File: config.mk
export PLATFORM = sky130hd
export DESIGN_NAME = reg_fifo_stream_reader
export DESIGN_NICKNAME = d
export VERILOG_FILES = /design/src/rtl/reg_fifo_stream_reader.sv
export SDC_FILE = /design/constraint.sdc
export NUM_CORES = 1
export LEC_CHECK = 0
export CAP_MARGIN = 15
export CORE_ASPECT_RATIO = 1.5
export CORE_MARGIN = 3
export CORE_UTILIZATION = 45
export CTS_CLUSTER_SIZE = 8
export DETAILED_ROUTE_END_ITERATION = 10
export MAX_ROUTING_LAYER = met4
export PLACE_DENSITY = 0.88
export SLEW_MARGIN = 5
export SYNTH_ARGS = -nofsm -noshare
export SYNTH_HDL_FRONTEND = slang
export SYNTH_SLANG_ARGS = --single-unit
File: constraint.sdc
create_clock -name clockCore -period 1.95 [get_ports clockCore]
set_input_delay 0.2925 -clock clockCore [delete_from_list [all_inputs] [get_ports clockCore]]
set_output_delay 0.2925 -clock clockCore [all_outputs]
set_load 0.01 [all_outputs]
File: src/rtl/reg_fifo_stream_reader.sv
//------------------------------------------------------------------------------
// Module      : reg_fifo_stream_reader
// Description : Drains a show-ahead register FIFO into a registered
//               valid/ready stream through a 2-entry buffer, with optional
//               threshold/timeout burst gating.
// Revision    : 1.0 - initial release
//------------------------------------------------------------------------------
`default_nettype none

module reg_fifo_stream_reader #(
    parameter int DW      = 28,
    parameter int DEPTH_W = 3,
    parameter int TMO_W   = 8
) (
    input  logic               clockCore,
    input  logic               resetCore,
    input  logic               enable,
    input  logic               flush,
    input  logic               burstEn,
    input  logic [DEPTH_W-1:0] burstThreshold,
    input  logic [TMO_W-1:0]   timeoutCycles,
    input  logic [DW-1:0]      fifoDataOut,
    input  logic               fifoEmpty,
    input  logic [DEPTH_W-1:0] fifoDepth,
    output logic               fifoPop,
    output logic [DW-1:0]      outData,
    output logic               outValid,
    input  logic               outReady,
    input  logic               clrCount,
    output logic [15:0]        wordCount,
    output logic               busy
);

    localparam logic [1:0]       c_ST_IDLE      = 2'd0;
    localparam logic [1:0]       c_ST_WAIT_FILL = 2'd1;
    localparam logic [1:0]       c_ST_DRAIN     = 2'd2;
    localparam logic [TMO_W-1:0] c_TMO_ONE      = TMO_W'(1);

    logic [1:0]       r_state_q,      w_state_d;
    logic [1:0]       r_buf_cnt_q,    w_buf_cnt_d;
    logic [DW-1:0]    r_buf0_q,       w_buf0_d;
    logic [DW-1:0]    r_buf1_q,       w_buf1_d;
    logic [TMO_W-1:0] r_timer_q,      w_timer_d;
    logic [15:0]      r_word_count_q, w_word_count_d;

    logic w_push;
    logic w_accept;
    logic w_burst_go;

    // Pop depends only on registered state and FIFO flags, never on outReady.
    assign w_push   = (r_state_q == c_ST_DRAIN) & ~fifoEmpty & (r_buf_cnt_q < 2'd2) & ~flush;
    assign w_accept = (r_buf_cnt_q != 2'd0) & outReady;

    assign w_burst_go = ~fifoEmpty &
                        ((fifoDepth >= burstThreshold) |
                         ((timeoutCycles != '0) && (r_timer_q == timeoutCycles - c_TMO_ONE)));

    assign fifoPop   = w_push;
    assign outValid  = (r_buf_cnt_q != 2'd0);
    assign outData   = r_buf0_q;
    assign wordCount = r_word_count_q;
    assign busy      = (r_state_q != c_ST_IDLE) | (r_buf_cnt_q != 2'd0);

    always_comb begin
        w_state_d = r_state_q;
        w_timer_d = r_timer_q;
        if (flush || !enable) begin
            w_state_d = c_ST_IDLE;
            w_timer_d = '0;
        end else begin
            case (r_state_q)
                c_ST_IDLE: begin
                    w_state_d = burstEn ? c_ST_WAIT_FILL : c_ST_DRAIN;
                    w_timer_d = '0;
                end
                c_ST_WAIT_FILL: begin
                    if (w_burst_go) begin
                        w_state_d = c_ST_DRAIN;
                        w_timer_d = '0;
                    end else if (r_timer_q != '1) begin
                        w_timer_d = r_timer_q + c_TMO_ONE;
                    end
                end
                c_ST_DRAIN: begin
                    if (burstEn && fifoEmpty) begin
                        w_state_d = c_ST_WAIT_FILL;
                        w_timer_d = '0;
                    end
                end
                default: begin
                    w_state_d = c_ST_IDLE;
                    w_timer_d = '0;
                end
            endcase
        end
    end

    // Push and accept together only happen at bufCnt==1: the new word becomes the head.
    always_comb begin
        w_buf_cnt_d = r_buf_cnt_q;
        w_buf0_d    = r_buf0_q;
        w_buf1_d    = r_buf1_q;
        if (flush) begin
            w_buf_cnt_d = 2'd0;
        end else begin
            case ({w_push, w_accept})
                2'b10: begin
                    if (r_buf_cnt_q == 2'd0) w_buf0_d = fifoDataOut;
                    else                     w_buf1_d = fifoDataOut;
                    w_buf_cnt_d = r_buf_cnt_q + 2'd1;
                end
                2'b01: begin
                    w_buf0_d    = r_buf1_q;
                    w_buf_cnt_d = r_buf_cnt_q - 2'd1;
                end
                2'b11: begin
                    w_buf0_d = fifoDataOut;
                end
                default: ;
            endcase
        end
    end

    always_comb begin
        w_word_count_d = r_word_count_q;
        if (clrCount)      w_word_count_d = 16'd0;
        else if (w_accept) w_word_count_d = r_word_count_q + 16'd1;
    end

    always_ff @(posedge clockCore or negedge resetCore) begin
        if (!resetCore) begin
            r_state_q      <= c_ST_IDLE;
            r_buf_cnt_q    <= 2'd0;
            r_buf0_q       <= '0;
            r_buf1_q       <= '0;
            r_timer_q      <= '0;
            r_word_count_q <= 16'd0;
        end else begin
            r_state_q      <= w_state_d;
            r_buf_cnt_q    <= w_buf_cnt_d;
            r_buf0_q       <= w_buf0_d;
            r_buf1_q       <= w_buf1_d;
            r_timer_q      <= w_timer_d;
            r_word_count_q <= w_word_count_d;
        end
    end

endmodule

`default_nettype wire

# Yosys cells after proc, flatten, opt, wreduce, memory -nomap -nowiden
# Cells that the tools add are included.
[classes] addsub=5 order_cmp=2 n_eq_ne=11 n_mux=16 bitwise_logic=10 n_reduce_logical=16
[ops] operator="28-bit case mux with 3 select lines" count=1
[ops] operator="16-bit two-way mux" count=2
[ops] operator="8-bit two-way mux" count=4
[ops] operator="28-bit two-way mux" count=1
[ops] operator="16-bit by 1-bit adder with 16-bit output, second input constant" count=1
[ops] operator="8-bit case mux with 2 select lines" count=1
[ops] operator="2-bit two-way mux" count=5
[ops] operator="8-bit by 1-bit adder with 8-bit output, second input constant" count=1
[ops] operator="8-bit == test" count=1
[ops] operator="8-bit inequality test, second input constant" count=1
[ops] operator="8-bit nonzero test" count=1
[ops] operator="8-bit by 1-bit subtractor with 8-bit output, second input constant" count=1
[ops] operator="2-bit == test, second input constant" count=3
[ops] operator="2-bit case mux with 3 select lines" count=1
[ops] operator="3-bit AND reduction" count=2
[ops] operator="2-bit nonzero test" count=3
[ops] operator="3-bit nonzero test" count=2
[ops] operator="1-bit bitwise AND" count=5
[ops] operator="2-bit by 1-bit == test with 1-bit output, second input constant" count=2
[ops] operator="2-bit zero test" count=2
[ops] operator="4-bit inequality test, second input constant" count=1
[ops] operator="2-bit case mux with 2 select lines" count=1
[ops] operator="2-bit AND reduction" count=2
[ops] operator="3-bit greater-or-equal comparator" count=1
[ops] operator="11 further kinds" count=15
[totals] reg_bits=84 input_bits=50 output_inout_bits=47 wordCells=66

# Depth between registers and ports, before layout
# Gate-level depths: netlist of the first run.
[logic_depth] word_depth=8 ltp_mapped=9 ltp_nobuf=9

# Worst setup path after synthesis of the first run
# No wires, ideal clock.
[synth_path] path_type="input -> register" start="input port timeoutCycles[0]" end="register r_timer_q[1]" setup_time_ps=122 arrival_ps=2069 required_ps=1828 setup_slack_ps=-240 cell_stages=9 n_path_buf=0 cell_sequence="inv_1 ha_1 nor3b_1 a22oi_1 nor4_2 o211ai_2 a31oi_4 nand2b_2 a32o_1"
[synth_via] elab_chain_len=8 elab_cells_between_ends=11 classes_between="1 x add/sub; 2 x eq/ne; 3 x mux; 2 x bitwise; 3 x reduce/logical"
[synth_lines] element="start: declaration" line_no="21" source="input logic [TMO_W-1:0] timeoutCycles,"
[synth_lines] element="8-bit by 1-bit subtractor with 8-bit output" line_no="56" source="((timeoutCycles != '0) && (r_timer_q == timeoutCycles - c_TMO_ONE)));"
[synth_lines] element="8-bit == test" line_no="56"
[synth_lines] element="1-bit logical AND (*)" line_no="56"
[synth_lines] element="1-bit bitwise OR (*)" line_no="55" source="((fifoDepth >= burstThreshold) |"
[synth_lines] element="1-bit bitwise AND (*)" line_no="54" source="assign w_burst_go = ~fifoEmpty &"
[synth_lines] element="8-bit two-way mux" line_no="77" source="if (w_burst_go) begin"
[synth_lines] element="8-bit case mux with 2 select lines" line_no="71" source="case (r_state_q)"
[synth_lines] element="8-bit two-way mux" line_no="67" source="if (flush || !enable) begin"
[synth_lines] element="end signal: assignment" line_no="143" source="r_timer_q <= w_timer_d;"
[synth_lines] element="end: declaration" line_no="43" source="logic [TMO_W-1:0] r_timer_q, w_timer_d;"
# Every way passes the cells marked *; elsewhere a longest branch is shown, timed or not.
# A chain may end at the register's enable or synchronous reset.

# Worst setup path after layout of the first run
[layout_path] start="register r_timer_q[3]" end="register r_timer_q[7]"
[layout_via] elab_chain_len=7 elab_cells_between_ends=12 classes_between="1 x add/sub; 3 x eq/ne; 4 x mux; 2 x bitwise; 2 x reduce/logical"
[layout_lines] element="parallel branches: the longest is 7 deep, another holds 8-bit by 1-bit adder with 8-bit output"
# Several ways; the timed one is not identified. The select of a mux whose other input is x is not followed.

==> results of run 1 <==
cell families after synthesis:
| kind of cell | count (synthesis) | share of synthesized area (%) |
|---|---|---|
| buf+inv | 25 | 2.59 |
| mux | 57 | 14.8 |
| simple gates | 120 | 14.4 |
| xor+xnor | 24 | 5.46 |
| compound gates | 61 | 9.73 |
| fa+ha+maj | 6 | 1.83 |
| flops | 84 | 51.2 |
path summary, 6_finish.rpt:
path	from	end	slack, ps	cells past startpoint
min reg2reg	outData[24]$_DFFE_PN0P_	outData[24]$_DFFE_PN0P_	480	2
max in group asynchronous	resetCore	outData[19]$_DFFE_PN0P_	840	3
min	outData[24]$_DFFE_PN0P_	outData[24]$_DFFE_PN0P_	480	2
min in group asynchronous	resetCore	r_buf1_q[13]$_DFFE_PN0P_	500	2
max	r_timer_q[3]$_DFFE_PN0P_	r_timer_q[7]$_DFFE_PN0P_	-80	7
max reg2reg	r_timer_q[3]$_DFFE_PN0P_	r_timer_q[7]$_DFFE_PN0P_	-80	7
final cells by class:
class | count | area share, %
clock buffers | 10 | 3.44
clock inverters | 5 | 1.16
inverters | 9 | 0.770
multi-input cells | 268 | 35.2
flip-flops and latches | 84 | 31.6
well taps | 110 | 2.07
repair buffers | 166 | 25.7
repair_timing:
item | 4_1_cts | 5_1_grt
pin swaps | 9 | 27
resized for setup | 23 | 123
hold buffers | 1 | 0
hold endpoints to repair | 39 | 0
buffers inserted | 4 | 6
cloned | 1 | 9
setup endpoints to repair | 53 | 49
layer usage:
layer / share of wire [%] / wire (microns) / global-route usage [%]
met1: 38 / 4420 / 22.3
met2: 55 / 6340 / 37.5
met3: 4.7 / 541 / 4.67
met4: 1.6 / 180 / 6.04
met5: 0 / 0 / -
power groups by stage:
stage,logic (mW),clock network (mW),registers [mW]
2_1_floorplan,0.311,0,2.26
6_report,1.31,1.77,2.22
3_3_place_gp,1.08,0,2.18
3_5_place_dp,1.13,0,2.19
5_1_grt,1.40,1.88,2.25
4_1_cts,1.13,1.79,2.17
cell usage after synthesis, types with 3 or more instances:
master | instances | area share [%]
clkbuf_1 | 8 | 0.73
inv_1 | 9 | 0.82
and2_1 | 3 | 0.46
xor2_1 | 10 | 2.1
nand4_1 | 8 | 1.2
nand2_1 | 38 | 3.5
dfrtp_1 | 84 | 51
or3_1 | 3 | 0.46
o21a_1 | 3 | 0.55
nand3_1 | 7 | 0.85
o21ai_0 | 30 | 3.7
mux2_2 | 28 | 7.7
buf_2 | 4 | 0.49
nor3_1 | 10 | 1.2
a21oi_1 | 7 | 0.85
nand2b_1 | 4 | 0.61
ha_1 | 6 | 1.8
xnor2_1 | 13 | 2.8
nor2_1 | 28 | 2.6
mux2i_1 | 29 | 7.1
nor3b_1 | 4 | 0.73
a31o_2 | 3 | 0.64
worst register-to-register path: cells and delay by family (launching register included):
kind / cells / cell delay [ps]
compound gates: 3 / 740
xor+xnor: 2 / 310
flops: 1 / 450
simple gates: 2 / 430
flip-flops by register name (all words and copies together) (netlist names):
register     flops
outData         28
r_buf1_q        28
r_buf_cnt_q      2
r_state_q        2
r_timer_q        8
wordCount       16
cell usage in the layout (no fill, tap or decap), types with 8 or more instances in the layout:
cell	netlist	routed
buf_4	2	50
clkbuf_16	0	17
clkdlybuf4s50_1	0	87
dfrtp_1	84	83
mux2_2	28	12
mux2_4	0	16
mux2i_1	29	26
nand2_1	38	18
nand2_2	1	14
nand4_1	8	8
nor2_1	28	25
o21ai_1	0	14
o21ai_2	0	12
xnor2_1	13	9
xor2_1	10	10
==> run_summary.xml, run 1 <==
<?xml version="1.0" encoding="UTF-8"?>
<metrics>
  <group name="timing">
    <metric name="rsz0062_at_grt" unit="">true</metric>
    <metric name="final_setup_fails" unit="">16</metric>
    <metric name="final.setup.tns" unit="ps">-442</metric>
    <metric name="final_min_period_over_clock_period" unit="%">104</metric>
    <metric name="post-route-min-period" unit="ps">2030</metric>
    <metric name="final-hold-violation-count" unit="">0</metric>
    <metric name="timing.fmax" unit="GHz">0.493</metric>
    <metric name="fin_skew" unit="ps">2.96</metric>
    <metric name="slew_headroom" unit="%">62.5</metric>
    <metric name="pins_over_slew_limit" unit="">0</metric>
    <metric name="worst_hold_slack" unit="ps">482</metric>
    <metric name="max_slew.worst_pin.slew" unit="ps">560</metric>
    <metric name="finalWorstSetupSlack" unit="ps">-77.3</metric>
  </group>
  <group name="power_and_ir_drop">
    <metric name="power.clock.fraction" unit="%">33.4</metric>
    <metric name="net-switching-power" unit="mW">1.40</metric>
    <metric name="seq_power_share" unit="%">41.9</metric>
    <metric name="power.total" unit="mW">5.30</metric>
    <metric name="worst_ir_drop_vdd" unit="uV">867</metric>
    <metric name="p_leak" unit="nW">3.13</metric>
    <metric name="power_per_cell_area" unit="mW/mm^2">795</metric>
    <metric name="p_sw_share" unit="%">26.5</metric>
    <metric name="power_report.internal_total" unit="mW">3.89</metric>
    <metric name="power.combinational.fraction" unit="%">24.7</metric>
  </group>
  <group name="setup_path">
    <metric name="path_buf_inv" unit="">0</metric>
    <metric name="cp_slowest_stage_delay" unit="ps">450</metric>
    <metric name="path_cells" unit="">xnor2_2 &gt; xnor2_1 &gt; nor4_4 &gt; o211ai_2 &gt; a31oi_4 &gt; nand2b_4 &gt; a31o_4</metric>
    <metric name="critPathTopFamily" unit="">compound AO/OA/AOI/OAI gates</metric>
    <metric name="required" unit="ps">2170</metric>
    <metric name="cp_max_fo" unit="">8</metric>
    <metric name="critPathCaptureType" unit="">flop</metric>
    <metric name="setup_crit_path_kind" unit="">reg2reg</metric>
    <metric name="critical-path-slowest-cell" unit="">dfrtp_2</metric>
    <metric name="worst-endpoint-arrival" unit="ps">2250</metric>
    <metric name="worst_setup_path_start_kind" unit="">flop</metric>
  </group>
  <group name="hold_path">
    <metric name="hold_class" unit="">reg2reg</metric>
  </group>
  <group name="global_route">
    <metric name="antenna_found_initial" unit="">0</metric>
    <metric name="pin_count_of_the_biggest_net_entering_global_routing" unit="">42</metric>
    <metric name="grt-ovfl-total" unit="">0</metric>
    <metric name="grt_pass1_wl" unit="microns">16500</metric>
    <metric name="vias_in_the_first_global_route" unit="">3606</metric>
    <metric name="grt_util_all_layers" unit="%">20.5</metric>
  </group>
  <group name="routing">
    <metric name="detail_route.vias_per_cell" unit="">5.43</metric>
    <metric name="num_vias" unit="">3539</metric>
    <metric name="initialDrtViolationCount" unit="">134</metric>
    <metric name="antenna_violating_nets_post_route" unit="">0</metric>
    <metric name="post_drt_wl_per_cell" unit="microns">17.6</metric>
    <metric name="remaining_drc_errors" unit="">0</metric>
    <metric name="postRouteWirelength" unit="microns">11500</metric>
    <metric name="drtPass1Iterations" unit="">4</metric>
  </group>
  <group name="logic_synthesis">
    <metric name="async_reset_ff_share" unit="%">100</metric>
    <metric name="synth-warning-count" unit="">0</metric>
    <metric name="synth-seq-area-share" unit="%">51.2</metric>
    <metric name="postSynthNetCount" unit="">433</metric>
    <metric name="synth_seq_cells" unit="">84</metric>
    <metric name="netlist_area" unit="sq mm">0.00410</metric>
    <metric name="netlist-cell-type-count" unit="">49</metric>
    <metric name="count_of_flip_flops_with_a_built_in_enable_after_synthesis" unit="">0</metric>
    <metric name="dominantRegCellSynth" unit="">dfrtp_1</metric>
    <metric name="synth_cells" unit="">377</metric>
    <metric name="syn-mean-instance-area" unit="sq um">10.9</metric>
  </group>
  <group name="floorplanning">
    <metric name="die-width" unit="microns">84.0</metric>
    <metric name="core.rowCount" unit="">42</metric>
    <metric name="die-height" unit="microns">123</metric>
    <metric name="core-area" unit="sq mm">0.00888</metric>
    <metric name="floorplan.die_area" unit="sq mm">0.0103</metric>
    <metric name="initial_core_util" unit="%">46.2</metric>
    <metric name="design.portCount" unit="">97</metric>
  </group>
  <group name="clock_tree">
    <metric name="clkLatencyLatePin" unit="ps">330</metric>
    <metric name="tritoncts" unit="">done</metric>
    <metric name="clock_tree.root_cell" unit="">clkbuf_16</metric>
    <metric name="cts_made_buffers" unit="">9</metric>
    <metric name="cts.reportedPaths.clkPinSlew" unit="ps">60</metric>
    <metric name="ctsHtreeMaxLevel" unit="">3</metric>
    <metric name="ctsLongestPathBuffers" unit="">2</metric>
    <metric name="cts_sinks" unit="">84</metric>
  </group>
  <group name="final_layout">
    <metric name="area_growth_syn_to_layout" unit="%">62.4</metric>
    <metric name="final_layout_size_suffix_gt1_share" unit="%">35.4</metric>
    <metric name="antenna_cells_inserted" unit="">0</metric>
    <metric name="layout.core_utilization" unit="%">75.0</metric>
    <metric name="seqCellArea" unit="sq mm">0.00210</metric>
    <metric name="layoutNonFillerInstCount" unit="">652</metric>
    <metric name="multi_input_comb_area" unit="sq mm">0.00235</metric>
    <metric name="final_design_area_no_fill" unit="sq mm">0.00666</metric>
    <metric name="filler_cell_count" unit="">578</metric>
    <metric name="number_of_nets_in_the_layout" unit="">594</metric>
  </group>
  <group name="placed_design">
    <metric name="port_buffers" unit="">96</metric>
    <metric name="placed_cells_incl_taps" unit="">617</metric>
    <metric name="detailed_placement_hpwl" unit="microns">7260</metric>
    <metric name="placed_area" unit="sq mm">0.00565</metric>
    <metric name="placement.setup.worst_slack" unit="ps">-874</metric>
    <metric name="place.gp.congestion" unit="">0.880</metric>
  </group>
  <group name="job">
    <metric name="maxCapViolCount" unit="">0</metric>
  </group>
  <group name="run_status">
    <metric name="failed_checks" unit="">negative setup slack</metric>
    <metric name="run_status" unit="">complete, but fails checks</metric>
  </group>
</metrics>
Note: power is estimated with default switching activity, not from simulation.
==> inputs of run 2 (changes only) <==
--- a/config.mk
+++ b/config.mk
@@ -8,11 +8,11 @@
 export CAP_MARGIN = 15
 export CORE_ASPECT_RATIO = 1.5
 export CORE_MARGIN = 3
-export CORE_UTILIZATION = 45
+export CORE_UTILIZATION = 35
 export CTS_CLUSTER_SIZE = 8
 export DETAILED_ROUTE_END_ITERATION = 10
 export MAX_ROUTING_LAYER = met4
-export PLACE_DENSITY = 0.88
+export PLACE_DENSITY = 0.74
 export SLEW_MARGIN = 5
 export SYNTH_ARGS = -nofsm -noshare
 export SYNTH_HDL_FRONTEND = slang
==> run_summary.xml, run 2 (synthesis results as in run 1) <==
<?xml version="1.0" encoding="UTF-8"?>
<metrics>
  <group name="clock_tree">
    <metric name="ctsLongestPathBuffers" unit="">2</metric>
    <metric name="ctsHtreeMaxLevel" unit="">3</metric>
    <metric name="cts_sinks" unit="">84</metric>
    <metric name="cts_made_buffers" unit="">9</metric>
    <metric name="clkLatencyLatePin" unit="ps">330</metric>
    <metric name="cts.reportedPaths.clkPinSlew" unit="ps">60</metric>
    <metric name="tritoncts" unit="">done</metric>
    <metric name="clock_tree.root_cell" unit="">clkbuf_16</metric>
  </group>
  <group name="setup_path">
    <metric name="required" unit="ps">2160</metric>
    <metric name="worst_setup_path_start_kind" unit="">flop</metric>
    <metric name="crit_path_to" unit="">r_timer_q[3]$_DFFE_PN0P_</metric>
    <metric name="worst_r2r_path_depth" unit="">7</metric>
    <metric name="critical-path-slowest-cell" unit="">dfrtp_1</metric>
    <metric name="path_depth" unit="">7</metric>
    <metric name="path_cells" unit="">xnor2_2 &gt; a2111oi_4 &gt; o21a_1 &gt; o211ai_2 &gt; a31oi_4 &gt; nor3_1 &gt; a211o_1</metric>
    <metric name="cp_max_fo" unit="">8</metric>
    <metric name="crit_start" unit="">r_timer_q[7]$_DFFE_PN0P_</metric>
    <metric name="cp_slowest_stage_delay" unit="ps">430</metric>
    <metric name="critPathCaptureType" unit="">flop</metric>
    <metric name="setup.reg_to_reg.worst_slack" unit="ps">-80</metric>
    <metric name="path_buf_inv" unit="">0</metric>
    <metric name="regToRegEndpoint" unit="">r_timer_q[3]$_DFFE_PN0P_</metric>
    <metric name="setup_crit_path_kind" unit="">reg2reg</metric>
    <metric name="critPathTopFamily" unit="">compound AO/OA/AOI/OAI gates</metric>
    <metric name="crit-reg2reg-launch" unit="">r_timer_q[7]$_DFFE_PN0P_</metric>
    <metric name="worst-endpoint-arrival" unit="ps">2240</metric>
  </group>
  <group name="power_and_ir_drop">
    <metric name="p_sw_share" unit="%">25.3</metric>
    <metric name="power_per_cell_area" unit="mW/mm^2">803</metric>
    <metric name="power.combinational.fraction" unit="%">22.8</metric>
    <metric name="power.total" unit="mW">5.10</metric>
    <metric name="power.clock.fraction" unit="%">34.6</metric>
    <metric name="p_leak" unit="nW">3.00</metric>
    <metric name="power_report.internal_total" unit="mW">3.81</metric>
    <metric name="worst_ir_drop_vdd" unit="uV">548</metric>
    <metric name="net-switching-power" unit="mW">1.29</metric>
    <metric name="seq_power_share" unit="%">42.5</metric>
  </group>
  <group name="timing">
    <metric name="final-hold-violation-count" unit="">0</metric>
    <metric name="max_slew.worst_pin.slew" unit="ps">567</metric>
    <metric name="final.setup.tns" unit="ps">-466</metric>
    <metric name="slew_headroom" unit="%">62.1</metric>
    <metric name="finalWorstSetupSlack" unit="ps">-78.2</metric>
    <metric name="timing.fmax" unit="GHz">0.493</metric>
    <metric name="fin_skew" unit="ps">7.64</metric>
    <metric name="post-route-min-period" unit="ps">2030</metric>
    <metric name="final_setup_fails" unit="">15</metric>
    <metric name="worst_hold_slack" unit="ps">408</metric>
    <metric name="rsz0062_at_grt" unit="">true</metric>
    <metric name="pins_over_slew_limit" unit="">0</metric>
    <metric name="final_min_period_over_clock_period" unit="%">104</metric>
  </group>
  <group name="final_layout">
    <metric name="final_cell_mix" unit="">clkdlybuf4s50_1 (86), dfrtp_1 (83), buf_4 (40), nand2_1 (38), mux2i_1 (29)</metric>
    <metric name="antenna_cells_inserted" unit="">0</metric>
    <metric name="layoutNonFillerInstCount" unit="">672</metric>
    <metric name="final_layout_size_suffix_gt1_share" unit="%">26.3</metric>
    <metric name="layout.cells.most_common" unit="">clkdlybuf4s50_1</metric>
    <metric name="filler_cell_count" unit="">920</metric>
    <metric name="area_growth_syn_to_layout" unit="%">55.0</metric>
    <metric name="final_design_area_no_fill" unit="sq mm">0.00636</metric>
    <metric name="number_of_nets_in_the_layout" unit="">577</metric>
  </group>
  <group name="global_route">
    <metric name="vias_in_the_first_global_route" unit="">3538</metric>
    <metric name="antenna_found_initial" unit="">0</metric>
    <metric name="grt-ovfl-total" unit="">0</metric>
    <metric name="grt_util_all_layers" unit="%">16.4</metric>
    <metric name="grt_pass1_wl" unit="microns">16700</metric>
    <metric name="pin_count_of_the_biggest_net_entering_global_routing" unit="">42</metric>
  </group>
  <group name="floorplanning">
    <metric name="design.portCount" unit="">97</metric>
    <metric name="core-area" unit="sq mm">0.0112</metric>
    <metric name="core.rowCount" unit="">47</metric>
    <metric name="die-height" unit="microns">139</metric>
    <metric name="initial_core_util" unit="%">36.5</metric>
    <metric name="die-width" unit="microns">94.4</metric>
    <metric name="floorplan.die_area" unit="sq mm">0.0131</metric>
  </group>
  <group name="placed_design">
    <metric name="port_buffers" unit="">96</metric>
    <metric name="place.gp.congestion" unit="">0.813</metric>
    <metric name="placed_area" unit="sq mm">0.00565</metric>
    <metric name="detailed_placement_hpwl" unit="microns">7290</metric>
    <metric name="placed_cells_incl_taps" unit="">648</metric>
  </group>
  <group name="routing">
    <metric name="detail_route.vias_per_cell" unit="">5.01</metric>
    <metric name="postRouteWirelength" unit="microns">10900</metric>
    <metric name="remaining_drc_errors" unit="">0</metric>
    <metric name="antenna_violating_nets_post_route" unit="">0</metric>
    <metric name="num_vias" unit="">3368</metric>
    <metric name="initialDrtViolationCount" unit="">83</metric>
    <metric name="post_drt_wl_per_cell" unit="microns">16.2</metric>
    <metric name="drtPass1Iterations" unit="">4</metric>
  </group>
  <group name="hold_path">
    <metric name="hold_class" unit="">in2async</metric>
  </group>
  <group name="job">
    <metric name="maxCapViolCount" unit="">0</metric>
  </group>
  <group name="run_status">
    <metric name="run_status" unit="">complete, but fails checks</metric>
    <metric name="failed_checks" unit="">negative setup slack</metric>
  </group>
</metrics>
[run 2: timing repair]
item                                    4_1_cts  5_1_grt
gates cloned                                  1        3
endpoints found under the setup margin       59       40
hold endpoints to repair                     24        0
buffers inserted                              0        4
hold buffers                                  1        0
gates resized for setup                      28       60
pin swaps                                    11       14
[run 2: worst min-delay path by stage]
stage,from,to,slack [ps],cells past startpoint
4_1_cts,resetCore,outData[0]$_DFFE_PN0P_,420,2
2_1_floorplan,resetCore,outData[0]$_DFFE_PN0P_,-3,0
3_3_place_gp,resetCore,outData[0]$_DFFE_PN0P_,220,1
5_1_grt,resetCore,outData[0]$_DFFE_PN0P_,440,2
3_5_place_dp,resetCore,outData[0]$_DFFE_PN0P_,230,1
6_report,resetCore,outData[0]$_DFFE_PN0P_,410,2
[run 2: cell type report]
class,count,area (sq um),area share (%)
clock buffers,10,229,3.60
clock inverters,5,77.6,1.22
inverters,9,51.3,0.807
multi-input cells,268,2220,34.9
flip-flops and latches,84,2100,33.1
well taps,147,184,2.89
repair buffers,149,1490,23.5
[run 2: metal layers]
metal  wire [microns]  track usage (%)  vias to the layer above
met5                0                -                        -
met4              303             6.62                        0
met3              364             2.71                       20
met2             5840             28.1                       78
met1             4410             18.7                     1661
li1                 -                -                     1609
[run 2: power groups by stage]
stage          sequential [mW]  combinational [mW]  clock (mW)
5_1_grt                   2.21                1.27        1.87
2_1_floorplan             2.26               0.311           0
4_1_cts                   2.17                1.12        1.80
6_report                  2.17                1.17        1.77
3_5_place_dp              2.19                1.11           0
3_3_place_gp              2.18                1.09           0
[run 2: through the flow]
step	utilization (%)	worst slack [ps]
2_1_floorplan	-	-24.6
5_1_grt	56.6	-166
6_report	56.6	-78.2
4_1_cts	53.5	-170
3_5_place_dp	50.3	-864
3_3_place_gp	50.3	-792
